### src/rtl/pipeline_hazard_ctrl_pkg.sv
// Shared types and constants for the LEGv8 pipeline hazard controller.
// Covers the register index width, the XZR index, the forwarding select codes,
// the FSM state codes, the scoreboard entry type and the register-match helpers.
package pipeline_hazard_ctrl_pkg;

  localparam int              REG_W = 5;
  localparam logic [REG_W-1:0] XZR  = 5'd31;

  // EX operand select encodings
  localparam logic [1:0] FWD_RF  = 2'b00;
  localparam logic [1:0] FWD_WB  = 2'b01;
  localparam logic [1:0] FWD_MEM = 2'b10;

  // Controller FSM state codes
  localparam logic [0:0] S_INIT = 1'b0;
  localparam logic [0:0] S_RUN  = 1'b1;

  typedef struct packed {
    logic             valid;
    logic [REG_W-1:0] rd;
    logic             reg_write;
    logic             mem_read;
  } sb_entry_t;

  // X31 reads as zero, so an instruction targeting it never produces a value to wait for.
  function automatic logic is_writer(sb_entry_t e);
    return e.valid & e.reg_write & (e.rd != XZR);
  endfunction

  function automatic logic reads_reg(sb_entry_t e, logic uses, logic [REG_W-1:0] src);
    return uses & is_writer(e) & (src == e.rd);
  endfunction

  // The younger producer (currently in EX) wins over the older one (currently in MEM).
  function automatic logic [1:0] fwd_sel(sb_entry_t ex, sb_entry_t mem, logic uses,
                                         logic [REG_W-1:0] src);
    if (reads_reg(ex, uses, src))       return FWD_MEM;
    else if (reads_reg(mem, uses, src)) return FWD_WB;
    else                                return FWD_RF;
  endfunction

endpackage

### src/rtl/pipeline_hazard_ctrl_if.sv
// Interface between the pipeline stages and the hazard controller.
// master: the pipeline side (drives decode fields and branch outcome, receives controls).
// slave : the controller side.
interface pipeline_hazard_ctrl_if #(
  parameter int CNT_W = 16
);
  import pipeline_hazard_ctrl_pkg::*;

  logic             id_valid;
  logic [REG_W-1:0] id_rn;
  logic [REG_W-1:0] id_rm;
  logic             id_uses_rn;
  logic             id_uses_rm;
  logic [REG_W-1:0] id_rd;
  logic             id_reg_write;
  logic             id_mem_read;
  logic             mem_pc_src;

  logic             pc_write;
  logic             ifid_write;
  logic             idex_bubble;
  logic             flush_if;
  logic             flush_id;
  logic             flush_ex;
  logic [1:0]       fwd_a;
  logic [1:0]       fwd_b;
  logic             startup_busy;
  logic [CNT_W-1:0] stall_count;
  logic [CNT_W-1:0] flush_count;

  modport master (
    output id_valid, id_rn, id_rm, id_uses_rn, id_uses_rm, id_rd, id_reg_write,
           id_mem_read, mem_pc_src,
    input  pc_write, ifid_write, idex_bubble, flush_if, flush_id, flush_ex,
           fwd_a, fwd_b, startup_busy, stall_count, flush_count
  );

  modport slave (
    input  id_valid, id_rn, id_rm, id_uses_rn, id_uses_rm, id_rd, id_reg_write,
           id_mem_read, mem_pc_src,
    output pc_write, ifid_write, idex_bubble, flush_if, flush_id, flush_ex,
           fwd_a, fwd_b, startup_busy, stall_count, flush_count
  );

endinterface

### src/rtl/pipeline_hazard_ctrl_scoreboard.sv
// Hazard scoreboard: destination-register entries for the instructions in EX, MEM and WB.
// Latency: entries shift one stage per clock while running; held invalid during startup.
// Backpressure: a stall or flush loads a bubble into EX; a flush also kills the EX->MEM move.
// Ports: clk/reset; i_run (controller running), i_flush, i_ex_load (decode enters EX),
//        i_id_entry (decode instruction); o_ex/o_mem/o_wb current entries.
module pipeline_hazard_ctrl_scoreboard
  import pipeline_hazard_ctrl_pkg::*;
(
  input  logic      clk,
  input  logic      reset,
  input  logic      i_run,
  input  logic      i_flush,
  input  logic      i_ex_load,
  input  sb_entry_t i_id_entry,
  output sb_entry_t o_ex,
  output sb_entry_t o_mem,
  output sb_entry_t o_wb
);

  sb_entry_t r_ex;
  sb_entry_t r_mem;
  sb_entry_t r_wb;

  always_ff @(posedge clk or negedge reset) begin
    if (!reset) begin
      r_ex  <= '0;
      r_mem <= '0;
      r_wb  <= '0;
    end else if (!i_run) begin
      r_ex  <= '0;
      r_mem <= '0;
      r_wb  <= '0;
    end else begin
      // The instruction already in MEM is past the branch, so it always retires to WB.
      r_wb  <= r_mem;
      r_mem <= i_flush ? '0 : r_ex;
      r_ex  <= i_ex_load ? i_id_entry : '0;
    end
  end

  assign o_ex  = r_ex;
  assign o_mem = r_mem;
  assign o_wb  = r_wb;

endmodule

### src/rtl/pipeline_hazard_ctrl.sv
// LEGv8 5-stage hazard controller: load-use/WB stalls, branch flushes, EX forwarding selects.
// Latency: stall/flush controls combinational from decode; fwd_a/fwd_b registered as decode enters EX.
// Backpressure: stall holds PC and IF/ID and bubbles EX; a taken branch flushes instead of stalling.
// Ports: clk, reset (async active-low); bus (slave) carries the decode fields, mem_pc_src,
//        the stage enables/flushes, forwarding selects, startup_busy and the two counters.
module pipeline_hazard_ctrl
  import pipeline_hazard_ctrl_pkg::*;
#(
  parameter int STARTUP_CYCLES = 2,
  parameter bit WB_BYPASS      = 1'b0,
  parameter int CNT_W          = 16
) (
  input  logic                 clk,
  input  logic                 reset,
  pipeline_hazard_ctrl_if.slave bus
);

  localparam int SC_W = (STARTUP_CYCLES > 1) ? $clog2(STARTUP_CYCLES) : 1;
  localparam logic [SC_W-1:0] SC_LAST = SC_W'((STARTUP_CYCLES > 0) ? STARTUP_CYCLES - 1 : 0);

  logic [0:0]       r_state;
  logic [SC_W-1:0]  r_start_cnt;
  logic [1:0]       r_fwd_a;
  logic [1:0]       r_fwd_b;
  logic [CNT_W-1:0] r_stall_cnt;
  logic [CNT_W-1:0] r_flush_cnt;

  logic      w_run;
  logic      w_init_done;
  sb_entry_t w_ex;
  sb_entry_t w_mem;
  sb_entry_t w_wb;
  sb_entry_t w_id_entry;
  logic      w_ex_hit;
  logic      w_wb_hit;
  logic      w_load_use;
  logic      w_wb_haz;
  logic      w_flush;
  logic      w_stall;
  logic      w_ex_load;

  // Startup hold: leave S_INIT on the edge where the counter reaches its last value.
  assign w_init_done = (STARTUP_CYCLES == 0) || (r_start_cnt == SC_LAST);

  always_ff @(posedge clk or negedge reset) begin
    if (!reset) begin
      r_state     <= S_INIT;
      r_start_cnt <= '0;
    end else if (r_state == S_INIT) begin
      r_start_cnt <= r_start_cnt + 1'b1;
      if (w_init_done) r_state <= S_RUN;
    end
  end

  assign w_run = (r_state == S_RUN);

  assign w_id_entry = '{valid: 1'b1, rd: bus.id_rd, reg_write: bus.id_reg_write,
                        mem_read: bus.id_mem_read};

  assign w_ex_hit = reads_reg(w_ex, bus.id_uses_rn, bus.id_rn) |
                    reads_reg(w_ex, bus.id_uses_rm, bus.id_rm);
  assign w_wb_hit = reads_reg(w_wb, bus.id_uses_rn, bus.id_rn) |
                    reads_reg(w_wb, bus.id_uses_rm, bus.id_rm);

  assign w_load_use = w_run & bus.id_valid & w_ex_hit & w_ex.mem_read;
  // Without a write-through register file the decode read would see the stale value.
  assign w_wb_haz   = w_run & bus.id_valid & ~WB_BYPASS & w_wb_hit;
  assign w_flush    = w_run & bus.mem_pc_src;
  // A taken branch squashes the stalled instruction anyway, so it overrides the stall.
  assign w_stall    = (w_load_use | w_wb_haz) & ~bus.mem_pc_src;
  assign w_ex_load  = w_run & bus.id_valid & ~w_stall & ~w_flush;

  pipeline_hazard_ctrl_scoreboard u_scoreboard (
    .clk        (clk),
    .reset      (reset),
    .i_run      (w_run),
    .i_flush    (w_flush),
    .i_ex_load  (w_ex_load),
    .i_id_entry (w_id_entry),
    .o_ex       (w_ex),
    .o_mem      (w_mem),
    .o_wb       (w_wb)
  );

  // Selects are computed against the entries the decode instruction will trail by one and two.
  always_ff @(posedge clk or negedge reset) begin
    if (!reset) begin
      r_fwd_a <= FWD_RF;
      r_fwd_b <= FWD_RF;
    end else if (w_ex_load) begin
      r_fwd_a <= fwd_sel(w_ex, w_mem, bus.id_uses_rn, bus.id_rn);
      r_fwd_b <= fwd_sel(w_ex, w_mem, bus.id_uses_rm, bus.id_rm);
    end else begin
      r_fwd_a <= FWD_RF;
      r_fwd_b <= FWD_RF;
    end
  end

  always_ff @(posedge clk or negedge reset) begin
    if (!reset) begin
      r_stall_cnt <= '0;
      r_flush_cnt <= '0;
    end else begin
      if (w_stall && (r_stall_cnt != '1)) r_stall_cnt <= r_stall_cnt + 1'b1;
      if (w_flush && (r_flush_cnt != '1)) r_flush_cnt <= r_flush_cnt + 1'b1;
    end
  end

  assign bus.pc_write     = w_run & ~w_stall;
  assign bus.ifid_write   = w_run & ~w_stall;
  assign bus.idex_bubble  = ~w_run | w_stall | w_flush;
  assign bus.flush_if     = w_flush;
  assign bus.flush_id     = w_flush;
  assign bus.flush_ex     = w_flush;
  assign bus.fwd_a        = r_fwd_a;
  assign bus.fwd_b        = r_fwd_b;
  assign bus.startup_busy = ~w_run;
  assign bus.stall_count  = r_stall_cnt;
  assign bus.flush_count  = r_flush_cnt;

endmodule

### src/flat_wrapper.sv
// flat-port wrapper written by rule: the top's interface ports become plain ports
module pipeline_hazard_ctrl_flat import pipeline_hazard_ctrl_pkg::*;
#(
  parameter int STARTUP_CYCLES = 2,
  parameter bit WB_BYPASS      = 1'b0,
  parameter int CNT_W          = 16
)
  (clk, reset, bus_id_valid, bus_id_rn, bus_id_rm, bus_id_uses_rn, bus_id_uses_rm, bus_id_rd, bus_id_reg_write, bus_id_mem_read, bus_mem_pc_src, bus_pc_write, bus_ifid_write, bus_idex_bubble, bus_flush_if, bus_flush_id, bus_flush_ex, bus_fwd_a, bus_fwd_b, bus_startup_busy, bus_stall_count, bus_flush_count);
  pipeline_hazard_ctrl_if #(.CNT_W(CNT_W)) bus_i ();
  input  logic clk;
  input  logic reset;
  input wire logic [$bits(bus_i.id_valid)-1:0] bus_id_valid;
  input wire logic [$bits(bus_i.id_rn)-1:0] bus_id_rn;
  input wire logic [$bits(bus_i.id_rm)-1:0] bus_id_rm;
  input wire logic [$bits(bus_i.id_uses_rn)-1:0] bus_id_uses_rn;
  input wire logic [$bits(bus_i.id_uses_rm)-1:0] bus_id_uses_rm;
  input wire logic [$bits(bus_i.id_rd)-1:0] bus_id_rd;
  input wire logic [$bits(bus_i.id_reg_write)-1:0] bus_id_reg_write;
  input wire logic [$bits(bus_i.id_mem_read)-1:0] bus_id_mem_read;
  input wire logic [$bits(bus_i.mem_pc_src)-1:0] bus_mem_pc_src;
  output wire logic [$bits(bus_i.pc_write)-1:0] bus_pc_write;
  output wire logic [$bits(bus_i.ifid_write)-1:0] bus_ifid_write;
  output wire logic [$bits(bus_i.idex_bubble)-1:0] bus_idex_bubble;
  output wire logic [$bits(bus_i.flush_if)-1:0] bus_flush_if;
  output wire logic [$bits(bus_i.flush_id)-1:0] bus_flush_id;
  output wire logic [$bits(bus_i.flush_ex)-1:0] bus_flush_ex;
  output wire logic [$bits(bus_i.fwd_a)-1:0] bus_fwd_a;
  output wire logic [$bits(bus_i.fwd_b)-1:0] bus_fwd_b;
  output wire logic [$bits(bus_i.startup_busy)-1:0] bus_startup_busy;
  output wire logic [$bits(bus_i.stall_count)-1:0] bus_stall_count;
  output wire logic [$bits(bus_i.flush_count)-1:0] bus_flush_count;
  assign bus_i.id_valid = bus_id_valid;
  assign bus_i.id_rn = bus_id_rn;
  assign bus_i.id_rm = bus_id_rm;
  assign bus_i.id_uses_rn = bus_id_uses_rn;
  assign bus_i.id_uses_rm = bus_id_uses_rm;
  assign bus_i.id_rd = bus_id_rd;
  assign bus_i.id_reg_write = bus_id_reg_write;
  assign bus_i.id_mem_read = bus_id_mem_read;
  assign bus_i.mem_pc_src = bus_mem_pc_src;
  assign bus_pc_write = bus_i.pc_write;
  assign bus_ifid_write = bus_i.ifid_write;
  assign bus_idex_bubble = bus_i.idex_bubble;
  assign bus_flush_if = bus_i.flush_if;
  assign bus_flush_id = bus_i.flush_id;
  assign bus_flush_ex = bus_i.flush_ex;
  assign bus_fwd_a = bus_i.fwd_a;
  assign bus_fwd_b = bus_i.fwd_b;
  assign bus_startup_busy = bus_i.startup_busy;
  assign bus_stall_count = bus_i.stall_count;
  assign bus_flush_count = bus_i.flush_count;
  pipeline_hazard_ctrl #(.STARTUP_CYCLES(STARTUP_CYCLES), .WB_BYPASS(WB_BYPASS), .CNT_W(CNT_W)) u_core (.clk(clk), .reset(reset), .bus(bus_i));
endmodule
### config.mk
export PLATFORM = sky130hd
export DESIGN_NAME = pipeline_hazard_ctrl_flat
export DESIGN_NICKNAME = d
export VERILOG_FILES = /design/src/rtl/pipeline_hazard_ctrl_pkg.sv /design/src/rtl/pipeline_hazard_ctrl_if.sv /design/src/rtl/pipeline_hazard_ctrl_scoreboard.sv /design/src/rtl/pipeline_hazard_ctrl.sv /design/src/flat_wrapper.sv
export SDC_FILE = /design/constraint.sdc
export NUM_CORES = 1
export LEC_CHECK = 0
export BUFFER_PORTS_ARGS = -buffer_cell sky130_fd_sc_hd__buf_2
export CAP_MARGIN = 40
export CORE_UTILIZATION = 48
export DETAILED_ROUTE_END_ITERATION = 12
export PLACE_DENSITY = 0.74
export SYNTH_ARGS = -nofsm -noshare
export SYNTH_HDL_FRONTEND = slang
export SYNTH_SLANG_ARGS = --single-unit
### constraint.sdc
create_clock -name clk -period 1.85 [get_ports clk]
set_input_delay 0.0925 -clock clk [delete_from_list [all_inputs] [get_ports clk]]
set_output_delay 0.0925 -clock clk [all_outputs]
set_load 0.02 [all_outputs]
# ---- Word level (Yosys, flattened, before mapping)
# Cells that the tools add are included.
# W data, S select, Z words.
dict set report word_totals {
  register_bits 61
  elab_cells 82
  inputBits 23
}
dict set report classes {
  muxes 13
  n_eq_ne 11
  bitwise 36
  add_sub_neg 3
  n_reduce_logical 2
}
# cell count
set ops {}
lappend ops {{$mux W8} 5}
lappend ops {{$add A16 B1 Y16 const B} 2}
lappend ops {{$ne A16 B16 Y1 const B} 2}
lappend ops {{$eq A5 B5 Y1} 6}
lappend ops {{$and A1 B1 Y1} 27}
lappend ops {{$ne A5 B5 Y1 const B} 3}
lappend ops {{$mux W2} 4}
lappend ops {{$or A1 B1 Y1} 5}
lappend ops {{$mux W1} 4}
lappend ops {{$not A1 Y1} 4}
lappend ops {{$logic_and A1 B1 Y1} 2}
lappend ops {{$add A1 B1 Y1 const B} 1}

# ---- Logic depth before layout (Yosys ltp)
# Gate-level depths: netlist of the first run.
dict set report depth {
  word_depth 14
  depth_mapped 8
  mapped_depth_nobuf 8
}

# ---- Modules after synthesis
# Synthesis of the first run repeated with hierarchy kept, for this count alone.
dict set report unflattened {
  hier_cells 256
  area_unflattened_um2 2934.1
}
# mod n_inst cells_per_inst area_per_inst_um2 seq_area_each_um2
set modules_own_cells {}
lappend modules_own_cells {pipeline_hazard_ctrl 1 206 2148.3 950.9}
lappend modules_own_cells {pipeline_hazard_ctrl_scoreboard 1 50 785.8 600.6}

# ---- Worst setup path before layout of the first run
# No wires, ideal clock.
dict set report synth_path {
  kind {reg-to-reg}
  startpoint {register u_core.r_stall_cnt[0], in the netlist u_core.bus.stall_count[0]}
  endpoint {register u_core.r_stall_cnt[1], in the netlist u_core.bus.stall_count[1]}
  arrival_time_ns 1.965
  setup_ns 0.128
  path_stages_with_launch 8
  path_slack_ns -0.242
  t_required_ns 1.722
  path_cell_list {dfrtp_1 -> ha_1 -> and3_1 -> nand2_1 -> nor2_2 -> nand2_1 -> nand2_2 -> mux2_1}
}
dict set report synth_via {
  elab_chain_cells 2
}
# item line_no
set synth_rtl {}
lappend synth_rtl {{start: declaration} pipeline_hazard_ctrl.sv:25} ;# logic [CNT_W-1:0] r_stall_cnt;
lappend synth_rtl {{start signal: assignment} pipeline_hazard_ctrl.sv:104} ;# if (w_stall && (r_stall_cnt != '1)) r_stall_cnt <= r_stall_cnt + 1'b1;
lappend synth_rtl {{branches (longest 2 deep; another with $add A16 B1 Y16)} n/a}
# Several ways; the timed one is not identified.
# A chain may end at the register's enable or synchronous reset.

# ---- Worst setup path after layout of the first run
dict set report layout_path {
  startpoint {register u_core.u_scoreboard.r_ex, in the netlist u_core.u_scoreboard.o_ex[2]}
  endpoint {output port bus_pc_write}
}
dict set report layout_via {
  elab_chain_cells 11
}
# item line_no
set layout_rtl {}
lappend layout_rtl {{start: declaration} pipeline_hazard_ctrl_scoreboard.sv:20} ;# sb_entry_t r_ex;
lappend layout_rtl {{start signal: assignment} pipeline_hazard_ctrl_scoreboard.sv:37} ;# r_ex <= i_ex_load ? i_id_entry : '0;
lappend layout_rtl {{$ne A5 B5 Y1} pipeline_hazard_ctrl_pkg.sv:27} ;# return e.valid & e.reg_write & (e.rd != XZR);
lappend layout_rtl {{$and A1 B1 Y1} pipeline_hazard_ctrl_pkg.sv:27}
lappend layout_rtl {{$and A1 B1 Y1 (2 in series)} pipeline_hazard_ctrl_pkg.sv:31} ;# return uses & is_writer(e) & (src == e.rd);
lappend layout_rtl {{$or A1 B1 Y1 (*)} pipeline_hazard_ctrl.sv:60} ;# assign w_ex_hit = reads_reg(w_ex, bus.id_uses_rn, bus.id_rn) |
lappend layout_rtl {{$and A1 B1 Y1 (*) (2 in series)} pipeline_hazard_ctrl.sv:65} ;# assign w_load_use = w_run & bus.id_valid & w_ex_hit & w_ex.mem_read;
lappend layout_rtl {{$or A1 B1 Y1 (*)} pipeline_hazard_ctrl.sv:70} ;# assign w_stall = (w_load_use | w_wb_haz) & ~bus.mem_pc_src;
lappend layout_rtl {{$and A1 B1 Y1 (*)} pipeline_hazard_ctrl.sv:70}
lappend layout_rtl {{$not A1 Y1 (*)} pipeline_hazard_ctrl.sv:109} ;# assign bus.pc_write = w_run & ~w_stall;
lappend layout_rtl {{$and A1 B1 Y1 (*)} pipeline_hazard_ctrl.sv:109}
lappend layout_rtl {{end: declaration} flat_wrapper.sv:21} ;# output wire logic [$bits(bus_i.pc_write)-1:0] bus_pc_write;
# Every way passes the cells marked *; elsewhere a longest branch is shown, timed or not.

==> summary.txt, run 1 <==
Finish
  – Fillers: 420
  – Layout area overhead: 36.0%
  – Ant diodes: 0
  – Share of cells above drive strength 1: 39.6%
  – Register area: 1510 um^2
  – Util after Layout: 69.5%
  – # nets final: 389
  – Area of the multi-input gates: 1430 um^2

Synth
  – Synth warn: 0
  – Synth area leaders: dfrtp_1 52%, xnor2_1 12%, xor2_1 6.1%
  – Post-synthesis adder-cell area fraction: 0.868%
  – Mux contribution to synthesized area: 0.781%
  – Syn_nets: 284
  – Main combinational cell family by area after synthesis: simple AND/OR/NAND/NOR gates
  – Post-synthesis register bit count: 60
  – Largest area contributor in the netlist: dfrtp_1
  – Compound-cell area share of the yosys netlist: 2.91%
  – Asr flop ratio synth: 100%
  – Post-synthesis simple-gate area fraction: 22.9%
  – Library cells used by synthesis: 36
  – Post-synth EDFFs: 0
  – Synth Area in XOR/XNOR: 18.5%
  – Sequential element share of the synthesized area: 52.1%
  – Synth Flop Type: dfrtp_1
  – Mapped Avg Cell Area: 11.1 um^2
  – Synth Cell Area: 2880 um^2
  – Yosys top cell area share: 52.1%
  – Gate Count Post-Synth: 259

Global routing
  – Met1 GRT Util: 27.1%
  – Initial antenna violation count: 0
  – Grt total ovfl: 0
  – Vias in the first global route: 2205
  – Met2 Use GR: 31.6%
  – GRT Total Usage: 20.3%
  – Largest net degree at the start of global routing: 34
  – GRT busiest layer: met2
  – First-pass GRT wire length: 9800 um
  – Global routing usage on met3: 4.11%

Route
  – Drt initial violations: 104
  – DRT Wirelength: 6040 um
  – Via count: 2203
  – First drt pass iteration count: 5
  – Post-DRT Antenna Nets: 0
  – DR WL/cell: 13.7 um
  – DRC viols: 0
  – Via-to-Cell Ratio: 5.00

Floorplan
  – Area of the core: 5640 um^2
  – Chip Width: 79.5 um
  – Die Span Y: 79.5 um
  – Initial core utilization: 51.1%
  – Die ar.: 6320 um^2
  – Row cnt: 27
  – I/O Pins: 66

Worst setup path
  – Largest fanout on the critical path: 3
  – Setup CP Type: reg2out
  – CP Launch Type: register
  – Critical path required time: 1.76 ns
  – Worst EP arrival: 1.98 ns
  – CP endpoint kind: output pin

Placement
  – Post-DP HPWL: 4310 um
  – IO buf count: 65
  – DP Worst Slack: -0.117 ns
  – Final Wtd Congestion: 0.795

CTS
  – CTS root buf: clkbuf_8
  – CTS max path bufs: 2
  – CTS Sinks: 60
  – H-tree levels: 3
  – CTS buffer count: 9
  – Worst-Skew Late Latency: 0.33 ns
  – CTS clk-pin slew, worst paths: 0.07 ns
  – CTS tree: done

Timing
  – Worst hold margin: 0.0392 ns
  – Worst-margin pin slew: 0.663 ns
  – Relative slew slack: 55.8%
  – Post-layout minimum cycle time: 2.07 ns
  – Period utilization: 112%
  – Post-route worst setup slack: -0.224 ns
  – Post-Route Skew: 0.00642 ns
  – Slew Limit Fails: 0
  – RSZ-0062 raised after global routing: true
  – Final setup viols: 27
  – Fin. Hold Viols: 0
  – Max Freq: 482 MHz

Pwr
  – Sequential Power Share: 44.3%
  – Worst IR drop on VDD: 0.000930 V
  – Net Sw Frac: 27.4%
  – Combinational fraction of design power: 16.3%
  – Static leakage: 1.95 nW
  – Net Switching: 921 uW
  – Pwr/cell area: 858 nW/um^2
  – Clock share of power: 39.3%
  – Internal: 2.44 mW

Outcome
  – Outcome: finished with violations
  – Failing checks: setup timing

Run
  – Max-cap violation count: 0

Hold path
  – Min-delay worst type: in2reg
## kinds of logic after synthesis
| family | Yosys count |
|---|---|
| buffers and inverters | 10 |
| DFF | 60 |
| muxes | 2 |
| xor gates and xnor gates | 60 |
| and+or+nand+nor | 115 |
| adders and majority gates | 2 |
| AOI/OAI and AO/OA | 10 |
## flip-flops by register name, indices dropped and copies added, names as in the netlist
name,flops
u_core.u_scoreboard.o_mem,7
u_core.u_scoreboard.o_wb,7
u_core.u_scoreboard.o_ex,8
u_core.r_start_cnt,1
u_core.bus.fwd_b,2
u_core.bus.stall_count,16
u_core.bus.fwd_a,2
u_core.bus.flush_count,16
u_core.r_state,1
## power by group through the flow
stage	Sequential, mW	Combinational [mW]	Clock, mW
after global placement	1.51	0.447	0
after CTS	1.49	0.474	1.34
after detailed placement	1.51	0.457	0
after global routing	1.50	0.605	1.40
after floorplan	1.59	0.180	0
final	1.49	0.550	1.32
## final timing paths
kind                                              from                          end  cells past startpoint  slack, ns
min reg2reg                         u_core.r_start_cnt           u_core.r_start_cnt                      1       0.46
max in group asynchronous                        reset  u_core.u_scoreboard.o_ex[6]                      3       0.90
min in group asynchronous                        reset  u_core.u_scoreboard.o_wb[4]                      2       0.33
max                        u_core.u_scoreboard.o_ex[2]                 bus_pc_write                      8      -0.22
min                                     bus_id_uses_rn          u_core.bus.fwd_a[0]                      3       0.04
max reg2reg                u_core.u_scoreboard.o_ex[2]    u_core.bus.stall_count[2]                      9      -0.18
## cells in the mapped netlist (all sizes together), types with 2 or more instances
master	number
dfrtp	60
xnor2	40
nand2	26
and2	23
xor2	20
nand3	15
nand4	15
nor2	14
and3	12
inv	5
buf	4
nor4	4
a21oi	3
a31oi	2
ha	2
mux2	2
## critical path, cell delays in order, from the launching register on
cell and delay (ns):
dfrtp_1 0.41, xor2_1 0.15, nor4_1 0.26, and3_1 0.23
o211ai_2 0.15, a21oi_4 0.18, buf_6 0.12, nor2_4 0.03
buf_6 0.12
## placed cells by master, fill, tap and decap left out, types with 3 or more instances in the layout
| master | count |
|---|---|
| nand4_1 | 14 |
| dfrtp_2 | 3 |
| xnor2_1 | 39 |
| nor2_2 | 3 |
| and2_1 | 16 |
| dfrtp_1 | 57 |
| nor4_1 | 4 |
| nand3_1 | 8 |
| and3_1 | 12 |
| buf_6 | 5 |
| and2_4 | 7 |
| nor2_1 | 9 |
| nand2_1 | 23 |
| buf_2 | 62 |
| nand3_2 | 6 |
| dlygate4sd3_1 | 8 |
| xor2_1 | 19 |
| buf_4 | 22 |
| inv_1 | 3 |
| nand2_2 | 3 |
| clkbuf_8 | 10 |
| clkinvlp_4 | 3 |
## timing repair
| item | 4_1_cts | 5_1_grt |
|---|---|---|
| setup endpoints to repair | 18 | 32 |
| pin swaps | 10 | 25 |
| hold endpoints to repair | 34 | 0 |
| resized for setup | 9 | 24 |
| setup buffers | 3 | 5 |
| hold buffers | 8 | 0 |
## per-stage QoR
step / instances / TNS, ns / total power [mW] / cell area [um^2]
floorplan: 259 / -0.0115 / 1.77 / 2900
global placement: 409 / -0.944 / 1.96 / 3430
detailed placement: 409 / -1.27 / 1.97 / 3430
CTS: 436 / -3.65 / 3.31 / 3790
global route: 441 / -6.84 / 3.50 / 3920
finish: 441 / -3.76 / 3.37 / 3920
## metal layers
metal  vias up  share of wire, %
met5         -                 0
met4         0               2.0
met3        15               5.0
met2        70                47
met1      1036                46
li1       1082                 -
## cell type report
class / count / share of cell area (%)
sequential: 60 / 38.4
multi-input combinational: 189 / 36.3
timing repair buffer: 99 / 16.6
clock buffer: 10 / 3.51
tap: 72 / 2.30
clock inverter: 6 / 2.23
inverter: 5 / 0.606
(Power assumes the default switching activity.)
==> run 2, diff against run 1 <==
Settings changed: CTS_CLUSTER_DIAMETER set to 60, REMOVE_ABC_BUFFERS set to 1.
==> run 2 against run 1 <==
Against the previous run: maximum frequency fell by 4.6%; critical endpoint is now bus_idex_bubble; the run still ends with setup timing left; worst hold slack better by 0.010 ns; first-iteration DRC count up 64%; die area unchanged; largest power group unchanged; via count up 3.8%; worst setup slack got worse by 0.099 ns.
==> summary.txt, run 2 (same netlist as run 1, synthesis figures left out) <==
Floorplan
  – I/O Pins: 66 (unchanged)
  – Die ar.: 6320 um^2 (unchanged)
  – Row cnt: 27 (unchanged)
  – Die Span Y: 79.5 um (unchanged)
  – Chip Width: 79.5 um (unchanged)
  – Initial core utilization: 51.1% (unchanged)
  – Area of the core: 5640 um^2 (unchanged)

Finish
  – Most common cell after layout, fill and taps aside: buf_2
  – Ant diodes: 0 (unchanged)
  – Share of cells above drive strength 1: 38.0% (-1.5 points)
  – Commonest non-fill, non-tap cells in the layout: 62 x buf_2, 60 x dfrtp_1, 37 x xnor2_1
  – Layout area overhead: 36.9%
  – Final non-filler cell total: 448 (+1.6%)
  – Register area: 1500 um^2 (-0.25%)
  – Fillers: 417 (-0.71%)
  – # nets final: 397 (+2.1%)
  – Area of the multi-input gates: 1440 um^2 (+0.70%)

Timing
  – Slew Limit Fails: 0 (unchanged)
  – Fin. Hold Viols: 0 (unchanged)
  – RSZ-0062 raised after global routing: true
  – Max Freq: 460 MHz (-4.6%)
  – Post-route worst setup slack: -0.323 ns (-0.0992 ns)
  – Post-layout minimum cycle time: 2.17 ns (+0.0992 ns)
  – Post-Route Skew: 0.00689 ns (+0.000472 ns)
  – Relative slew slack: 77.7% (+22 points)
  – Worst-margin pin slew: 0.335 ns (-0.329 ns)
  – Final setup viols: 31 (+15%)
  – Period utilization: 117% (+5.4 points)

Global routing
  – GRT Total Usage: 22.2% (+1.9 points)
  – Grt total ovfl: 0 (unchanged)
  – Vias in the first global route: 2254 (+2.2%)
  – First-pass GRT wire length: 10500 um (+6.8%)
  – Initial antenna violation count: 0 (unchanged)
  – Largest net degree at the start of global routing: 61 (+79%)

Worst setup path
  – Critical path cell sequence: xor2_1, nor4_2, and3_1, o211ai_2, buf_4, nand2_1, nand2_1, nand2_2, buf_6
  – Worst path depth: 9 (+1)
  – Worst EP arrival: 2.08 ns (+0.10 ns)
  – RR Startpoint: u_core.u_scoreboard.o_ex[2]
  – Reg2reg path depth: 10 (+1)
  – CP max-delay cell: dfrtp_1
  – CP bufs+invs: 2 (unchanged)
  – CP Launch Type: register
  – Crit. Startpoint: u_core.u_scoreboard.o_ex[2]
  – Worst R2R Setup Slack: -0.29 ns (-0.11 ns)
  – Worst r2r dst: u_core.bus.fwd_a[0]
  – Top delay family on crit path: simple AND/OR/NAND/NOR gates
  – Slowest stage delay, CP: 0.40 ns (about the same)
  – CP endpoint kind: output pin
  – Setup CP Type: reg2out
  – Largest fanout on the critical path: 2 (-1)
  – Critical path required time: 1.76 ns (about the same)
  – Crit-path most repeated cell: nand2_1
  – Crit path capture: bus_idex_bubble

Pwr
  – Worst IR drop on VDD: 0.000723 V (-22%)
  – Pwr/cell area: 800 nW/um^2 (-6.8%)
  – Design Power: 3.16 mW (-6.2%)
  – Static leakage: 1.99 nW (+2.2%)

Route
  – Post-DRT Antenna Nets: 0 (unchanged)
  – DR WL/cell: 14.9 um (+8.8%)
  – Via-to-Cell Ratio: 5.10 (+2.2%)
  – DRT Wirelength: 6680 um (+11%)
  – Via count: 2287 (+3.8%)
  – Highest metal used: met4
  – Detail Route met3 WL: 277 um (-9.2%)
  – M1 wire length: 2960 um (+7.4%)
  – First drt pass iteration count: 4 (-1)
  – Drt initial violations: 171 (+64%)
  – DRC viols: 0 (unchanged)
  – Met2 Wirelength: 3320 um (+16%)

Placement
  – Post-DP HPWL: 4440 um (+3.0%)
  – Final Wtd Congestion: 0.876 (+10%)
  – IO buf count: 65 (unchanged)
  – DP Worst Slack: -0.302 ns (-0.185 ns)
  – Dpl cells: 412 (+0.73%)

CTS
  – H-tree levels: 3 (unchanged)
  – Worst-Skew Late Latency: 0.32 ns (about the same)
  – CTS tree: done
  – CTS clk-pin slew, worst paths: 0.06 ns (about the same)
  – CTS buffer count: 9 (unchanged)
  – CTS Sinks: 60 (unchanged)
  – CTS max path bufs: 2 (unchanged)
  – CTS root buf: clkbuf_8

Hold path
  – Min-delay worst type: in2reg

Run
  – Max-cap violation count: 0 (unchanged)

Outcome
  – Outcome: finished with violations
  – Failing checks: setup timing
## run 2: what timing repair did
item	in CTS	in global routing
pin swaps	12	11
hold endpoints to repair	67	0
setup endpoints to repair	31	34
buffers inserted	6	9
resized for setup	16	20
hold buffers	8	0
## run 2: per-layer routing
layer  track usage [%]  up-vias
met5                 0        -
met4              11.6        0
met3              3.43        9
met2              35.6       68
met1              29.1     1109
li1                  -     1101
## run 2: report_power, final
group	internal [mW]	switching, mW	total [mW]
logic	0.254	0.287	0.541
clock network	0.651	0.464	1.11
registers	1.40	0.102	1.50
total	2.30	0.853	3.16
## run 2: area by class of cell
cell class              instances  share of cell area (%)
inverters                       5                   0.539
multi-input cells             189                    36.4
well taps                      72                    2.28
clock inverters                 2                   0.888
flip-flops and latches         60                    38.0
repair buffers                107                    18.1
clock buffers                  13                    3.77
## run 2: how the worst min path moves through the flow
stage | startpoint | endpoint | slack, ns | depth (start not counted)
after global routing | bus_id_uses_rm | u_core.bus.fwd_b[0] | 0.04 | 3
after CTS | bus_id_uses_rm | u_core.bus.fwd_b[0] | 0.03 | 3
final | bus_id_uses_rm | u_core.bus.fwd_b[0] | 0.05 | 3
after global placement | reset | u_core.bus.stall_count[13] | 0.12 | 2
after detailed placement | reset | u_core.bus.stall_count[13] | 0.12 | 2
after floorplan | reset | u_core.bus.flush_count[0] | -0.20 | 0
## run 2: stage by stage
step                      util, %  instance area, um^2  setup TNS (ns)  hold slack, ns
after CTS                    67.3                 3800           -4.51          0.0276
after floorplan                 -                 2850           -1.82          -0.203
after global routing         69.9                 3950          -10.89          0.0362
after global placement       60.8                 3430           -2.15           0.122
after detailed placement     60.8                 3430           -6.95           0.121
final                        69.9                 3950           -6.98          0.0492
## run 2: worst register-to-register path, cell delays in order (launching register included)
cell and delay [ns]:
dfrtp_1 0.40, buf_4 0.15, xor2_1 0.15, nor4_1 0.06, and3_1 0.17, o211ai_2 0.25, buf_4 0.17, buf_4 0.10
nand4_1 0.15, a311o_1 0.33, nor2_1 0.13
==> run 3, diff against run 2 <==
Settings changed: SETUP_SLACK_MARGIN set to 0.5.
==> run 3 against run 2 <==
Against the previous run: the flow still finishes with violations (setup timing); combinational power is 42% higher; clock power barely moved; count of clock-buffer cells in the layout is the same; sequential power about the same; core utilization rose by 5.5 points; critical path type unchanged; critical endpoint unchanged.
==> summary.txt, run 3 (same netlist as run 1, synthesis figures left out) <==
Worst setup path
  – CP max-delay cell: dfrtp_1
  – Critical path required time: 1.76 ns (about the same)
  – CP endpoint kind: output pin
  – Slowest stage delay, CP: 0.40 ns (about the same)
  – Largest fanout on the critical path: 2 (unchanged)
  – Worst EP arrival: 2.12 ns (+0.04 ns)
  – CP Launch Type: register
  – Critical path cell sequence: buf_4, xor2_1, nor4_1, and3_1, o211ai_2, buf_4, nand2_1, nand2_1, nand2_2, buf_6
  – Setup CP Type: reg2out

CTS
  – CTS root buf: clkbuf_8
  – CTS buffer count: 9 (unchanged)
  – CTS tree: done
  – H-tree levels: 3 (unchanged)
  – Worst-Skew Late Latency: 0.33 ns (about the same)
  – CTS Sinks: 60 (unchanged)
  – CTS max path bufs: 2 (unchanged)
  – CTS clk-pin slew, worst paths: 0.06 ns (about the same)

Finish
  – Ant diodes: 0 (unchanged)
  – # nets final: 414 (+4.3%)
  – Commonest non-fill, non-tap cells in the layout: 62 x buf_2, 57 x dfrtp_1, 36 x buf_4
  – Final non-filler cell total: 465 (+3.8%)
  – Fillers: 356 (-15%)
  – Share of cells above drive strength 1: 46.6% (+8.5 points)
  – Util after Layout: 75.5% (+5.5 points)
  – Layout area overhead: 47.7%
  – Most common cell after layout, fill and taps aside: buf_2

Run
  – Max-cap violation count: 0 (unchanged)

Global routing
  – First-pass GRT wire length: 11200 um (+7.3%)
  – Largest net degree at the start of global routing: 61 (unchanged)
  – GRT Total Usage: 23.9% (+1.6 points)
  – Grt total ovfl: 0 (unchanged)
  – Initial antenna violation count: 0 (unchanged)
  – Vias in the first global route: 2365 (+4.9%)

Floorplan
  – I/O Pins: 66 (unchanged)
  – Initial core utilization: 51.1% (unchanged)
  – Die ar.: 6320 um^2 (unchanged)
  – Area of the core: 5640 um^2 (unchanged)
  – Chip Width: 79.5 um (unchanged)
  – Row cnt: 27 (unchanged)
  – Die Span Y: 79.5 um (unchanged)

Timing
  – Max Freq: 453 MHz (-1.6%)
  – Period utilization: 119% (+1.9 points)
  – Final setup viols: 31 (unchanged)
  – RSZ-0062 raised after global routing: true
  – Relative slew slack: 76.8% (-0.86 points)
  – Post-route worst setup slack: -0.358 ns (-0.0348 ns)
  – Post-Route Skew: 0.00971 ns (+0.00281 ns)
  – Post-layout minimum cycle time: 2.21 ns (+0.0348 ns)
  – Worst-margin pin slew: 0.348 ns (+0.0129 ns)
  – Slew Limit Fails: 0 (unchanged)
  – Fin. Hold Viols: 0 (unchanged)

Pwr
  – Clock share of power: 33.0% (-2.3 points)
  – Internal: 2.45 mW (+6.2%)
  – Net Sw Frac: 28.2% (+1.2 points)
  – Static leakage: 2.18 nW (+9.4%)
  – Sequential Power Share: 44.5% (-3.0 points)
  – Worst IR drop on VDD: 0.000755 V (+4.4%)
  – Net Switching: 960 uW (+13%)
  – Combinational fraction of design power: 22.5% (+5.4 points)
  – Pwr/cell area: 800 nW/um^2 (about the same)
  – Design Power: 3.41 mW (+7.9%)

Route
  – Post-DRT Antenna Nets: 0 (unchanged)
  – First drt pass iteration count: 4 (unchanged)
  – Via count: 2390 (+4.5%)
  – DRC viols: 0 (unchanged)
  – DR WL/cell: 16.2 um (+8.6%)
  – Via-to-Cell Ratio: 5.14 (+0.68%)
  – DRT Wirelength: 7530 um (+13%)
  – Drt initial violations: 173 (+1.2%)

Placement
  – DP Worst Slack: -0.302 ns (unchanged)
  – Final Wtd Congestion: 0.876 (unchanged)
  – Dpl cells: 412 (unchanged)
  – IO buf count: 65 (unchanged)
  – Post-DP HPWL: 4440 um (unchanged)

Hold path
  – Min-delay worst type: in2reg

Outcome
  – Failing checks: setup timing
  – Outcome: finished with violations
[run 3: cell types whose count changed in the layout (fill, tap and decap cells not counted), moves of 6 or more]
cell     before  now
xnor2_2       3    9
buf_6         7   15
buf_4        28   36
xnor2_1      37   31
nand2_1      23   17
[run 3: routing by layer]
metal	track usage (%)	vias to the layer above	wire (um)
li1	-	1127	-
met1	30.5	1178	3170
met2	38.9	69	3920
met3	3.77	16	279
met4	12.5	0	165
met5	0	-	0
[run 3: critical path: cells and delay by family (launching register included)]
family / cells / cell delay [ns]
flops: 1 / 0.40
xor+xnor: 1 / 0.16
buf+inv: 3 / 0.44
compound gates: 1 / 0.14
simple gates: 5 / 0.66
[run 3: final timing paths]
| check | start | to | slack (ns) | cells after the start |
|---|---|---|---|---|
| min | bus_id_uses_rm | u_core.bus.fwd_b[0] | 0.03 | 3 |
| min reg2reg | u_core.r_start_cnt | u_core.r_start_cnt | 0.46 | 1 |
| max reg2reg | u_core.u_scoreboard.o_ex[2] | u_core.bus.fwd_a[0] | -0.32 | 10 |
| max | u_core.u_scoreboard.o_ex[2] | bus_idex_bubble | -0.36 | 10 |
| max in group asynchronous | reset | u_core.bus.flush_count[6] | 1.27 | 3 |
| min in group asynchronous | reset | u_core.bus.stall_count[5] | 0.30 | 3 |
[run 3: cell type report]
class,instances,area [um^2],share of cell area [%]
well taps,72,90.1,2.12
repair buffers,124,880,20.7
inverters,5,21.3,0.500
clock buffers,13,149,3.50
clock inverters,2,35.0,0.823
flip-flops and latches,60,1510,35.4
multi-input cells,189,1580,37.1
[run 3: repair_timing]
item	CTS	global route
pin swaps	28	20
gates resized for setup	39	37
hold endpoints to repair	67	0
buffers inserted	23	7
hold buffers	8	0
endpoints found under the setup margin	47	50
[run 3: power by group through the flow]
stage | registers, mW | logic, mW | clock network, mW
after detailed placement | 1.52 | 0.466 | 0
after floorplan | 1.59 | 0.177 | 0
final | 1.51 | 0.768 | 1.12
after CTS | 1.50 | 0.675 | 1.13
after global placement | 1.52 | 0.457 | 0
after global routing | 1.52 | 0.814 | 1.19
[run 3: stage by stage]
step	setup TNS, ns	hold WS, ns	instance area [um^2]
floorplan	-1.82	-0.203	2850
global placement	-2.15	0.122	3430
detailed placement	-6.95	0.121	3430
CTS	-4.51	0.0276	4020
global route	-12.25	0.0361	4260
finish	-7.82	0.0346	4260
